--- config.mk ---
export PLATFORM = sky130hd
export DESIGN_NAME = rr_arbiter_hold
export DESIGN_NICKNAME = d
export VERILOG_FILES = /design/src/rtl/arb_pkg.sv /design/src/rtl/fixed_prio_arb.sv /design/src/rtl/rr_arbiter_hold.sv
export SDC_FILE = /design/constraint.sdc
export NUM_CORES = 1
export LEC_CHECK = 0
export BUFFER_PORTS_ARGS = -buffer_cell sky130_fd_sc_hd__buf_2
export CAP_MARGIN = 25
export CORE_AREA = 10 10 53 55
export DETAILED_ROUTE_END_ITERATION = 12
export DIE_AREA = 0 0 63 65
export PLACE_DENSITY = 0.7
export SKIP_LAST_GASP = 1
export SYNTH_ARGS = -nofsm -noshare
export SYNTH_HDL_FRONTEND = slang
export SYNTH_SLANG_ARGS = --single-unit
export TNS_END_PERCENT = 10
--- constraint.sdc ---
create_clock -name clk -period 1.5 [get_ports clk]
set_input_delay 0.15 -clock clk [delete_from_list [all_inputs] [get_ports clk]]
set_output_delay 0.15 -clock clk [all_outputs]
set_load 0.01 [all_outputs]
--- src/rtl/arb_pkg.sv ---
// Shared types for the hold-capable round-robin arbiter.
package arb_pkg;
    typedef enum logic {
        IDLE  = 1'b0,
        GRANT = 1'b1
    } arb_state_e;

    // Index width for an n-port arbiter; never narrower than one bit.
    function automatic int id_width(input int n);
        return (n <= 2) ? 1 : $clog2(n);
    endfunction
endpackage

--- src/rtl/fixed_prio_arb.sv ---
// Combinational fixed-priority arbiter: lowest set request index wins, one-hot out.
module fixed_prio_arb #(
    parameter int NUM_PORTS = 4
) (
    input  logic [NUM_PORTS-1:0] req,
    output logic [NUM_PORTS-1:0] gnt
);
    // Two's-complement trick isolates the lowest set bit.
    assign gnt = req & (~req + NUM_PORTS'(1));
endmodule

--- src/rtl/rr_arbiter_hold.sv ---
// Registered round-robin arbiter; a winner keeps its grant while requesting,
// capped at MAX_HOLD cycles per tenure.
module rr_arbiter_hold
    import arb_pkg::*;
#(
    parameter int NUM_PORTS = 4,
    parameter int MAX_HOLD  = 8
) (
    input  logic                                clk,
    input  logic                                reset_n,
    input  logic [NUM_PORTS-1:0]                req_i,
    output logic [NUM_PORTS-1:0]                gnt_o,
    output logic                                gnt_valid_o,
    output logic [id_width(NUM_PORTS)-1:0]      gnt_id_o
);
    localparam int IW = id_width(NUM_PORTS);
    localparam int CW = $clog2(MAX_HOLD + 1);
    localparam logic [CW-1:0] HOLD_LAST = CW'(MAX_HOLD - 1);
    localparam logic [IW-1:0] LAST_ID   = IW'(NUM_PORTS - 1);

    arb_state_e           state_q, state_d;
    logic [CW-1:0]        hold_q, hold_d;
    logic [IW-1:0]        ptr_q, ptr_d;
    logic [IW-1:0]        id_q, id_d;
    logic [NUM_PORTS-1:0] gnt_q, gnt_d;
    logic                 vld_q;

    logic [NUM_PORTS-1:0] mask, req_masked, gnt_masked, gnt_unmasked, rr_gnt;
    logic [IW-1:0]        rr_id;
    logic                 pick;

    // Ports at or above ptr get first chance; the wrap-around falls back to the plain request.
    always_comb begin
        mask = '0;
        for (int i = 0; i < NUM_PORTS; i++)
            mask[i] = (i >= int'(ptr_q));
    end

    assign req_masked = req_i & mask;

    fixed_prio_arb #(.NUM_PORTS(NUM_PORTS)) u_arb_masked (
        .req (req_masked),
        .gnt (gnt_masked)
    );

    fixed_prio_arb #(.NUM_PORTS(NUM_PORTS)) u_arb_unmasked (
        .req (req_i),
        .gnt (gnt_unmasked)
    );

    assign rr_gnt = (|gnt_masked) ? gnt_masked : gnt_unmasked;

    always_comb begin
        rr_id = '0;
        for (int i = 0; i < NUM_PORTS; i++)
            if (rr_gnt[i]) rr_id = IW'(i);
    end

    always_comb begin
        state_d = state_q;
        hold_d  = hold_q;
        ptr_d   = ptr_q;
        id_d    = id_q;
        gnt_d   = gnt_q;
        pick    = 1'b0;
        case (state_q)
            IDLE:  pick = 1'b1;
            GRANT: begin
                if (!req_i[id_q] || hold_q == HOLD_LAST) pick = 1'b1;
                else                                     hold_d = hold_q + CW'(1);
            end
            default: pick = 1'b1;
        endcase
        // ptr already sits one past the released owner, so it competes at lowest priority.
        if (pick) begin
            if (|rr_gnt) begin
                state_d = GRANT;
                gnt_d   = rr_gnt;
                id_d    = rr_id;
                hold_d  = '0;
                ptr_d   = (rr_id == LAST_ID) ? '0 : rr_id + IW'(1);
            end else begin
                state_d = IDLE;
                gnt_d   = '0;
                id_d    = '0;
                hold_d  = '0;
            end
        end
    end

    always_ff @(posedge clk or negedge reset_n) begin
        if (!reset_n) begin
            state_q <= IDLE;
            hold_q  <= '0;
            ptr_q   <= '0;
            id_q    <= '0;
            gnt_q   <= '0;
            vld_q   <= 1'b0;
        end else begin
            state_q <= state_d;
            hold_q  <= hold_d;
            ptr_q   <= ptr_d;
            id_q    <= id_d;
            gnt_q   <= gnt_d;
            vld_q   <= |gnt_d;
        end
    end

    assign gnt_o       = gnt_q;
    assign gnt_valid_o = vld_q;
    assign gnt_id_o    = id_q;
endmodule

==> results.md, run 1 <==
- Outcome: finished, final reports clean
- Initial antenna violation count: 0
- Max IR drop VDD: about 0.64 mV
- Max Slew Vio Count: 0
- RSZ-0062 raised after global routing: yes
- Final #Nets: ~110
- Layout area overhead: 14.5%
- Layout Cells excl Fill: roughly 120
- Bufs and invs on worst path: 0
- Power Dens Cells: around 1900 nW/um^2
- Filler cells: around 190
- Leak pwr: 0.442 nW
- Detailed Place HPWL: 1510 um
- Worst min path class: primary input to flip-flop
- Library cells used by synthesis: 36
- Synthesized area: 838 um^2
- Vias per cell: between 5 and 6
- Total GRT Usage: 0.0969
- Vias in the first global route: around 700
- Crit-path leading delay family: multiplexers
- Startpoint class of the critical path: flip-flop
- DRC marker count from the first detailed-route iteration: 29
- Initial Util: 0.450
- CP peak stage delay: between 0.4 and 0.5 ns
- Clock Skew: 0.000803 ns
- Clk slew on worst S/H paths: around 0.080 ns
- Num Clock Sinks: 14
- H-tree depth: 1
- IO Count: 13
- Final instance area: roughly 960 um^2
- Setup CP Type: flip-flop to flip-flop
- Grt total ovfl: 0
- Die area: 4100 um^2
- Crit-path slowest cell: dfrtp_1
- Register area share after synthesis: 0.418
- CTS Buf Count: 3
- CTS tree: built
- Mean Syn Cell Area: roughly 9.9 um^2
- Number of diodes: 0
- Syn nets: slightly above 90
- Max clock buf depth: 2
- Period utilization: 0.998
- CP arrival: roughly 1.7 ns
- Die W: around 63 um
- Share of cells above drive strength 1: 0.299
- Syn Inst Count: 85
- Final ANT Viol Nets: 0
- Core Footprint: between 1500 and 2000 um^2
- Critical Path RT: 1.67 ns
- First-pass GRT wire length: between 3000 and 4000 um
- CP Cell Sequence: mux2i_1 > o22a_4 > nand2b_4 > mux2_4
- Num rows: 16
- Pin count of the biggest net entering global routing: 16
- Slew headroom: 0.756
- Routability congestion estimate: around 0.81
- Final total power: ~0.0018 W
- Clk root buf: clkbuf_4
- CP Max Fanout: 8
- Worst setup EP type: flip-flop
- Via Count: approximately 700
- Crit path time final: around 1.5 ns
- Buffers on Ports: 12
- Max-cap viol count: 0
- Clk_lat worst skew: between 0.2 and 0.3 ns
- Fmax: roughly 670 MHz
- DR WL/cell: 15.1 um
- Hold Fails Final Rpt: 0
- Inst Count DP: around 120
- Measured slew at the worst slew-check pin: around 0.36 ns
- Number of synthesis warnings: 0
- FF+latch count, synth: 14
- Residual DRC: 0
- Final setup fails: 0
- Utilization after layout: 0.515
- Setup_tns: 0 ns
- Final WL: ~1900 um
- Drt first pass iters: 4
- Die Y: roughly 65 um
- DP Area: 912 um^2
==> routing by layer <==
metal / wire length (um) / track usage / part of all wire / up-vias
met2: 1010 / 0.181 / 0.54 / 10
met1: 805 / 0.105 / 0.43 / 340
met5: 0 / 0 / 0 / -
li1: - / - / - / 327
met4: 32 / 0.0587 / 0.017 / 0
met3: 17 / 0.00515 / 0.0091 / 4
==> sequential cells by signal (all words and copies together), names as in the netlist <==
| register | cells |
|---|---|
| hold_q | 4 |
| gnt_o | 4 |
| gnt_valid_o | 1 |
| ptr_q | 2 |
| state_q | 1 |
| gnt_id_o | 2 |
==> layout by cell type, fill, tap and decap left out, types with 2 or more instances in the layout <==
cell,n
nor3_1,2
nand2b_1,4
nand2_1,3
a21oi_1,7
o21ai_0,5
mux2_4,4
buf_2,12
nand3b_1,2
inv_1,2
a21boi_0,2
o21bai_1,2
mux2i_1,2
nor2_1,9
dfrtp_1,13
clkbuf_4,3
==> worst min-delay path: stages <==
cell and delay (ns):
buf_2 0.17, nor2_1 0.08, nand2b_1 0.09
==> cells in the mapped netlist <==
cell | count | area (um^2)
o221a_2 | 1 | 11.3
buf_2 | 2 | 10.0
a21boi_0 | 2 | 15.0
a211o_1 | 1 | 8.76
mux2i_1 | 2 | 20.0
a21oi_1 | 7 | 35.0
mux2_4 | 4 | 60.1
inv_1 | 2 | 7.51
nor2b_1 | 1 | 6.26
and3b_1 | 1 | 8.76
nand2b_4 | 1 | 13.8
or2_2 | 2 | 12.5
o22a_4 | 1 | 17.5
o31a_1 | 1 | 8.76
ha_1 | 1 | 12.5
xnor2_1 | 1 | 8.76
a311oi_1 | 1 | 8.76
nand3_1 | 1 | 5.00
nor2_1 | 9 | 33.8
a211oi_1 | 1 | 7.51
nor3_1 | 2 | 10.0
o221ai_1 | 1 | 8.76
o31ai_1 | 1 | 7.51
dfrtp_1 | 14 | 350
a2bb2oi_1 | 1 | 8.76
nor4_1 | 1 | 6.26
nand3b_1 | 2 | 15.0
o21bai_1 | 2 | 15.0
nand2b_2 | 1 | 8.76
or3_1 | 1 | 6.26
o21ai_0 | 5 | 25.0
and2_1 | 1 | 6.26
clkbuf_1 | 3 | 11.3
nand2_1 | 3 | 11.3
buf_6 | 1 | 11.3
nand2b_1 | 4 | 25.0
==> area by class of cell <==
type	count	area (um^2)	area share
Clock buffer	4	36.3	0.0378
Inverter	2	7.51	0.00782
Multi-Input combinational cell	63	453	0.472
Sequential cell	14	352	0.366
Tap cell	27	33.8	0.0352
Timing Repair Buffer	14	77.6	0.0808
==> final timing paths <==
kind                                  end        start  cells after the start  slack [ns]
worst max register to register   gnt_o[2]  gnt_id_o[1]                      4       0.003
max in group asynchronous        ptr_q[1]      reset_n                      2        0.97
worst min register to register  hold_q[0]    hold_q[0]                      2        0.55
worst min-delay path              state_q     req_i[1]                      3        0.24
min in group asynchronous       hold_q[2]      reset_n                      2        0.28
worst max-delay path             gnt_o[2]  gnt_id_o[1]                      4       0.003
==> repair_timing <==
| item | 4_1_cts | 5_1_grt |
|---|---|---|
| hold buffers | 1 | 0 |
| endpoints found under the hold margin | 14 | 0 |
| gates resized for setup | 0 | 1 |
| setup buffers | 0 | 0 |
| endpoints found under the setup margin | 0 | 6 |
==> through the flow <==
stage / setup WS [ns] / hold slack, ns
2_1_floorplan: 0.00869 / -0.146
3_3_place_gp: 0.0486 / 0.0523
3_5_place_dp: 0.0174 / 0.0596
4_1_cts: 0.0106 / 0.242
5_1_grt: -0.0666 / 0.267
6_report: 0.00309 / 0.239
==> report_power, final <==
part | switching (W) | internal, W
clock | 0.000120 | 0.000148
sequential | 0.000177 | 0.000513
combinational | 0.000371 | 0.000456
total | 0.000667 | 0.00112
==> cells by family (layout without fill, tap and decap cells) <==
family | after synthesis | count (layout) | synth area share
adder cells (fa/ha/maj) | 1 | 1 | 0.0149
XOR/XNOR | 1 | 1 | 0.0104
AO/OA/AOI/OAI | 25 | 25 | 0.212
buffers and inverters | 8 | 20 | 0.0478
multiplexers | 6 | 6 | 0.0955
flip-flops | 14 | 14 | 0.418
AND/OR/NAND/NOR | 30 | 30 | 0.201
No activity file was read; power rests on OpenSTA's default activity.
==> run 2: changes to the inputs <==
--- a/config.mk
+++ b/config.mk
@@ -11,6 +11,7 @@
 export DETAILED_ROUTE_END_ITERATION = 12
 export DIE_AREA = 0 0 63 65
 export PLACE_DENSITY = 0.7
+export REMOVE_ABC_BUFFERS = 1
 export SKIP_LAST_GASP = 1
 export SYNTH_ARGS = -nofsm -noshare
 export SYNTH_HDL_FRONTEND = slang
==> results.md, run 2 (same netlist as run 1, synthesis figures left out) <==
- RSZ-0062 raised after global routing: yes
- CP peak stage delay: 0.43 ns
- Final instance area: 992 um^2
- Worst setup EP type: flip-flop
- Max IR drop VDD: approximately 0.65 mV
- Share of cells above drive strength 1: 0.324
- Clock Skew: 0.00540 ns
- Fmax: approximately 680 MHz
- DR WL/cell: 13.1 um
- Int Power: roughly 0.0012 W
- Num Clock Sinks: 14
- Power Dens Cells: approximately 1900 nW/um^2
- Bufs and invs on worst path: 0
- Sw Share: 0.357
- CTS Buf Count: 3
- Hold Fails Final Rpt: 0
- Reg2Reg Depth: 4
- IO Count: 13
- Hold_sp: req_i[1]
- Critical path depth: 4
- CP Max Fanout: 6
- Number of diodes: 0
- Clk_lat worst skew: between 0.2 and 0.3 ns
- Total GRT Usage: 0.0850
- Clock power frac: 0.145
- Initial Util: 0.450
- Via Count: ~660
- CTS tree: built
- DP Area: just over 900 um^2
- Commonest non-fill, non-tap cell in the layout: dfrtp_1
- Vias in the first global route: around 630
- Leak pwr: ~0.47 nW
- CP arrival: ~1.6 ns
- Worst r2r src: gnt_id_o[1]
- Routability congestion estimate: 0.720
- Detailed Place HPWL: about 1300 um
- Comb pwr share: 0.483
- Max Slew Vio Count: 0
- CP Cell Sequence: mux2i_1 > o22a_4 > nand2b_4 > mux2_4
- Crit path time final: 1.48 ns
- Final WL: ~1700 um
- Reg2reg setup slack: 0.02 ns
- Critical Path RT: 1.66 ns
- Period utilization: 0.984
- Final #Nets: 110
- Layout Cells excl Fill: ~130
- Die W: 63 um
- DRC marker count from the first detailed-route iteration: 11
- Num rows: 16
- Terminus of the critical flop-to-flop path: ptr_q[1]
- Vias per cell: approximately 5
- Worst min path class: primary input to flip-flop
- Buffers on Ports: 12
- Final setup fails: 0
- Crit-path slowest cell: dfrtp_1
- Worst Hold Depth: 3
- Die area: between 4000 and 5000 um^2
- Max-cap viol count: 0
- Slew headroom: 0.760
- Grt total ovfl: 0
- Measured slew at the worst slew-check pin: 0.358 ns
- Initial antenna violation count: 0
- Crit-path leading delay family: multiplexers
- H-tree depth: 1
- Inst Count DP: 120
- Startpoint class of the critical path: flip-flop
- Switching power: 0.000655 W
- Pin count of the biggest net entering global routing: 16
- Sequential share of power: 0.371
- Outcome: finished, final reports clean
- First-pass GRT wire length: about 2900 um
- Residual DRC: 0
- Clk root buf: clkbuf_4
- Max clock buf depth: 2
- Core Footprint: 1860 um^2
- Drt first pass iters: 2
- Clk slew on worst S/H paths: approximately 0.090 ns
- Commonest non-fill, non-tap cells in the layout: dfrtp_1 (13), buf_2 (12), nor2_1 (9), a21oi_1 (7), buf_4 (6)
- Die Y: ~65 um
- Hold EP: gnt_o[1]
- Layout area overhead: 18.4%
- Final ANT Viol Nets: 0
- Setup CP Type: flip-flop to flip-flop
run 2: cell types whose count changed in the layout (fill, tap and decap cells not counted):
cell and change:
ha_1 +1, ha_2 -1, or2_2 +1, buf_4 +5, or2_4 -1
run 2: routing by layer:
metal	wire, um	share of wire	GRT usage
met1	771	0.45	0.100
met2	879	0.52	0.143
met3	23	0.014	0.0120
met4	21	0.012	0.0503
met5	0	0	0
run 2: area by class of cell:
cell class / instances / area [um^2]
Clock buffer: 4 / 36.3
Sequential cell: 14 / 352
Timing Repair Buffer: 19 / 115
Tap cell: 27 / 33.8
Multi-Input combinational cell: 63 / 448
Fill cell: 183 / 870
Inverter: 2 / 7.51
run 2: what timing repair did:
item                                   in CTS  in global routing
hold buffers                                1                  0
endpoints found under the hold margin      14                  0
resized for setup                           0                  1
setup endpoints to repair                   4                  5
buffers inserted                            1                  3
run 2: power by group through the flow:
| stage | registers (W) | logic [W] | clock network [W] |
|---|---|---|---|
| after global placement | 0.000684 | 0.000808 | 0 |
| final | 0.000682 | 0.000888 | 0.000267 |
| after global routing | 0.000705 | 0.000989 | 0.000294 |
| after detailed placement | 0.000689 | 0.000831 | 0 |
| after CTS | 0.000681 | 0.000848 | 0.000275 |
| after floorplan | 0.000687 | 0.000567 | 0 |
run 2: metrics by stage:
stage	total power (W)	hold slack, ns	utilization	setup TNS [ns]	setup WS (ns)
3_5_place_dp	0.00152	0.0582	0.491	-0.00463	-0.00463
3_3_place_gp	0.00149	0.0555	0.491	0	0.0537
2_1_floorplan	0.00125	-0.146	-	0	0.0455
5_1_grt	0.00199	0.242	0.533	-0.154	-0.0468
4_1_cts	0.00180	0.235	0.520	0	0.0113
6_report	0.00184	0.249	0.533	0	0.0246
run 2: worst register-to-register path, stage by stage (launching register included):
cell	delay [ns]
dfrtp_1	0.43
mux2i_1	0.26
o22a_4	0.19
nand2b_4	0.17
mux2_4	0.31
run 2: worst max path at each step:
stage	endpoint	start
after CTS	ptr_q[1]	gnt_id_o[1]
after detailed placement	ptr_q[1]	hold_q[0]
final	ptr_q[1]	gnt_id_o[1]
after floorplan	gnt_id_o[0]	hold_q[0]
after global placement	gnt_id_o[0]	hold_q[0]
after global routing	ptr_q[1]	gnt_id_o[1]
==> run 3: changes to the inputs <==
--- a/config.mk
+++ b/config.mk
@@ -5,11 +5,12 @@
 export SDC_FILE = /design/constraint.sdc
 export NUM_CORES = 1
 export LEC_CHECK = 0
+export ABC_AREA = 1
 export BUFFER_PORTS_ARGS = -buffer_cell sky130_fd_sc_hd__buf_2
 export CAP_MARGIN = 25
-export CORE_AREA = 10 10 53 55
+export CORE_AREA = 10 10 51 53
 export DETAILED_ROUTE_END_ITERATION = 12
-export DIE_AREA = 0 0 63 65
+export DIE_AREA = 0 0 61 63
 export PLACE_DENSITY = 0.7
 export REMOVE_ABC_BUFFERS = 1
 export SKIP_LAST_GASP = 1
==> results.md, run 3 <==
- Clk slew on worst S/H paths: 0.09 ns
- Critical Path RT: ~1.7 ns
- Inst Count DP: 120
- Slew headroom: 0.797
- Initial antenna violation count: 0
- RSZ-0062 raised after global routing: yes
- Drt first pass iters: 4
- Most frequent cell after synthesis: nand2_1
- Max-cap viol count: 0
- Cell taking the most area after synthesis: dfrtp_1
- Synthesized area: ~750 um^2
- Period utilization: 0.949
- Top post-synthesis cells by area: dfrtp_1 (47%), nand2_1 (12%), nand2_2 (7.5%), nor2_1 (4.5%), nand3_1 (4.0%)
- Final #Nets: 120
- Clock Skew: ~0.0022 ns
- Final WL: approximately 1600 um
- Total GRT Usage: 0.0855
- Residual DRC: 0
- Power Dens Cells: roughly 2000 nW/um^2
- Max clock buf depth: 2
- Commonest non-fill, non-tap cells in the layout: nand2_1 (23), dfrtp_1 (14), buf_2 (12), nand2_2 (9), nor2_1 (8)
- Filler cells: 160
- Final setup fails: 0
- Worst min path class: primary input to async pin
- Vias per cell: approximately 4.9
- Ys async rst share: 1.00
- Crit. Startpoint: hold_q[0]
- Pin count of the biggest net entering global routing: 15
- Num Clock Sinks: 14
- FF+latch count, synth: 14
- Num rows: 15
- CTS Buf Count: 3
- Core Footprint: between 1500 and 2000 um^2
- Synth top area share: 0.469
- Startpoint class of the critical path: flip-flop
- Share of cells above drive strength 1: 0.375
- IO Count: 13
- WHS: between 0.2 and 0.3 ns
- Hold Fails Final Rpt: 0
- CP arrival: between 1.5 and 2 ns
- First-pass GRT wire length: around 2600 um
- Die area: about 3800 um^2
- Leak pwr: about 0.50 nW
- Max Slew Vio Count: 0
- Number of synthesis warnings: 0
- Die Y: 63 um
- Buffers on Ports: 12
- Detailed Place HPWL: ~1200 um
- Clk_lat worst skew: ~0.28 ns
- Die W: 61 um
- Syn Inst Count: about 90
- Via Count: 634
- Initial Util: 0.452
- Layout area overhead: 23.8%
- Crit path time final: between 1 and 1.5 ns
- CTS tree: built
- Mean Syn Cell Area: roughly 8.2 um^2
- Register area share after synthesis: 0.469
- Fmax: ~700 MHz
- Library cells used by synthesis: 21
- Max IR drop VDD: between 0.9 and 1 mV
- Utilization after layout: 0.560
- Outcome: finished, final reports clean
- CP Max Fanout: 8
- Final ANT Viol Nets: 0
- DR WL/cell: around 12 um
- Ys flop type: dfrtp_1
- Worst setup EP type: flip-flop
- Number of diodes: 0
- Commonest non-fill, non-tap cell in the layout: nand2_1
- Layout Cells excl Fill: 129
- DRC marker count from the first detailed-route iteration: 13
- Grt total ovfl: 0
- Clk root buf: clkbuf_4
- H-tree depth: 1
- Routability congestion estimate: 0.830
- Vias in the first global route: 601
- Setup CP Type: flip-flop to flip-flop
- Synth cell count leaders: nand2_1 (24), dfrtp_1 (14), nand2_2 (9), nor2_1 (9), inv_1 (7)
- EDFF count, synth: 0
- Measured slew at the worst slew-check pin: slightly above 0.3 ns
- Worst r2r src: hold_q[0]
- Setup_tns: 0 ns
==> run 3: cell types whose count changed after synthesis, sizes merged, moves of 3 or more <==
| cell | before | now |
|---|---|---|
| nand2 | 3 | 33 |
| inv | 2 | 10 |
| a21oi | 7 | 1 |
| nand2b | 6 | 0 |
| nand3 | 1 | 7 |
| mux2 | 4 | 0 |
| nand4 | 0 | 4 |
| clkbuf | 3 | 0 |
==> run 3: worst max-delay path: stages, from the launching register on <==
cell      delay, ns
dfrtp_1        0.40
ha_1           0.23
nand3b_1       0.17
nand3_4        0.17
nand2_4        0.12
nand2_1        0.07
nor2_1         0.10
nand2_1        0.06
==> run 3: where the power goes <==
group | internal, W | switching (W)
sequential | 0.000531 | 0.000120
combinational | 0.000396 | 0.000578
clock | 0.000148 | 0.000123
total | 0.00107 | 0.000821
==> run 3: cell type report <==
class                           count  area (um^2)  area share
Multi-Input combinational cell     65          365       0.395
Sequential cell                    14          350       0.379
Timing Repair Buffer               18          108       0.116
Inverter                           11         43.8      0.0474
Clock buffer                        4         36.3      0.0392
Tap cell                           17         21.3      0.0230
==> run 3: final timing paths <==
| check | endpoint | slack (ns) | cells past startpoint |
|---|---|---|---|
| min in group clk | state_q | 0.29 | 3 |
| worst min register to register | gnt_o[0] | 0.50 | 2 |
| worst min-delay path | gnt_o[3] | 0.29 | 2 |
| worst max-delay path | gnt_valid_o | 0.08 | 7 |
| worst max register to register | gnt_valid_o | 0.08 | 7 |
| max in group asynchronous | gnt_o[1] | 0.98 | 2 |
==> run 3: layer usage <==
| layer | part of all wire | global-route usage | vias to the layer above | wire [um] |
|---|---|---|---|---|
| met2 | 0.44 | 0.120 | 19 | 712 |
| met5 | 0 | 0 | - | 0 |
| met4 | 0 | 0.0412 | 0 | 0 |
| met1 | 0.45 | 0.102 | 281 | 716 |
| met3 | 0.11 | 0.0467 | 0 | 172 |
| li1 | - | - | 334 | - |
==> run 3: metrics by stage <==
stage | total power [W] | setup WS [ns] | cell area [um^2]
2_1_floorplan | 0.00124 | 0.127 | 736
3_3_place_gp | 0.00149 | 0.0553 | 825
3_5_place_dp | 0.00151 | 0.0167 | 825
4_1_cts | 0.00180 | 0.0479 | 872
5_1_grt | 0.00208 | -0.0199 | 925
6_report | 0.00190 | 0.0764 | 925
==> run 3: what timing repair did <==
item,CTS,global route
pin swaps,0,4
buffers inserted,0,4
hold buffers,1,0
gates resized for setup,1,7
endpoints found under the hold margin,14,0
endpoints found under the setup margin,1,2
==> run 3: kinds of logic (layout without fill, tap and decap cells) <==
family	count (synthesis)	after routing	share of synthesized area
xor gates and xnor gates	2	2	0.0235
AOI/OAI and AO/OA	7	7	0.0636
and+or+nand+nor	55	55	0.357
buffers and inverters	12	33	0.0704
adders and majority gates	1	1	0.0167
DFF	14	14	0.469
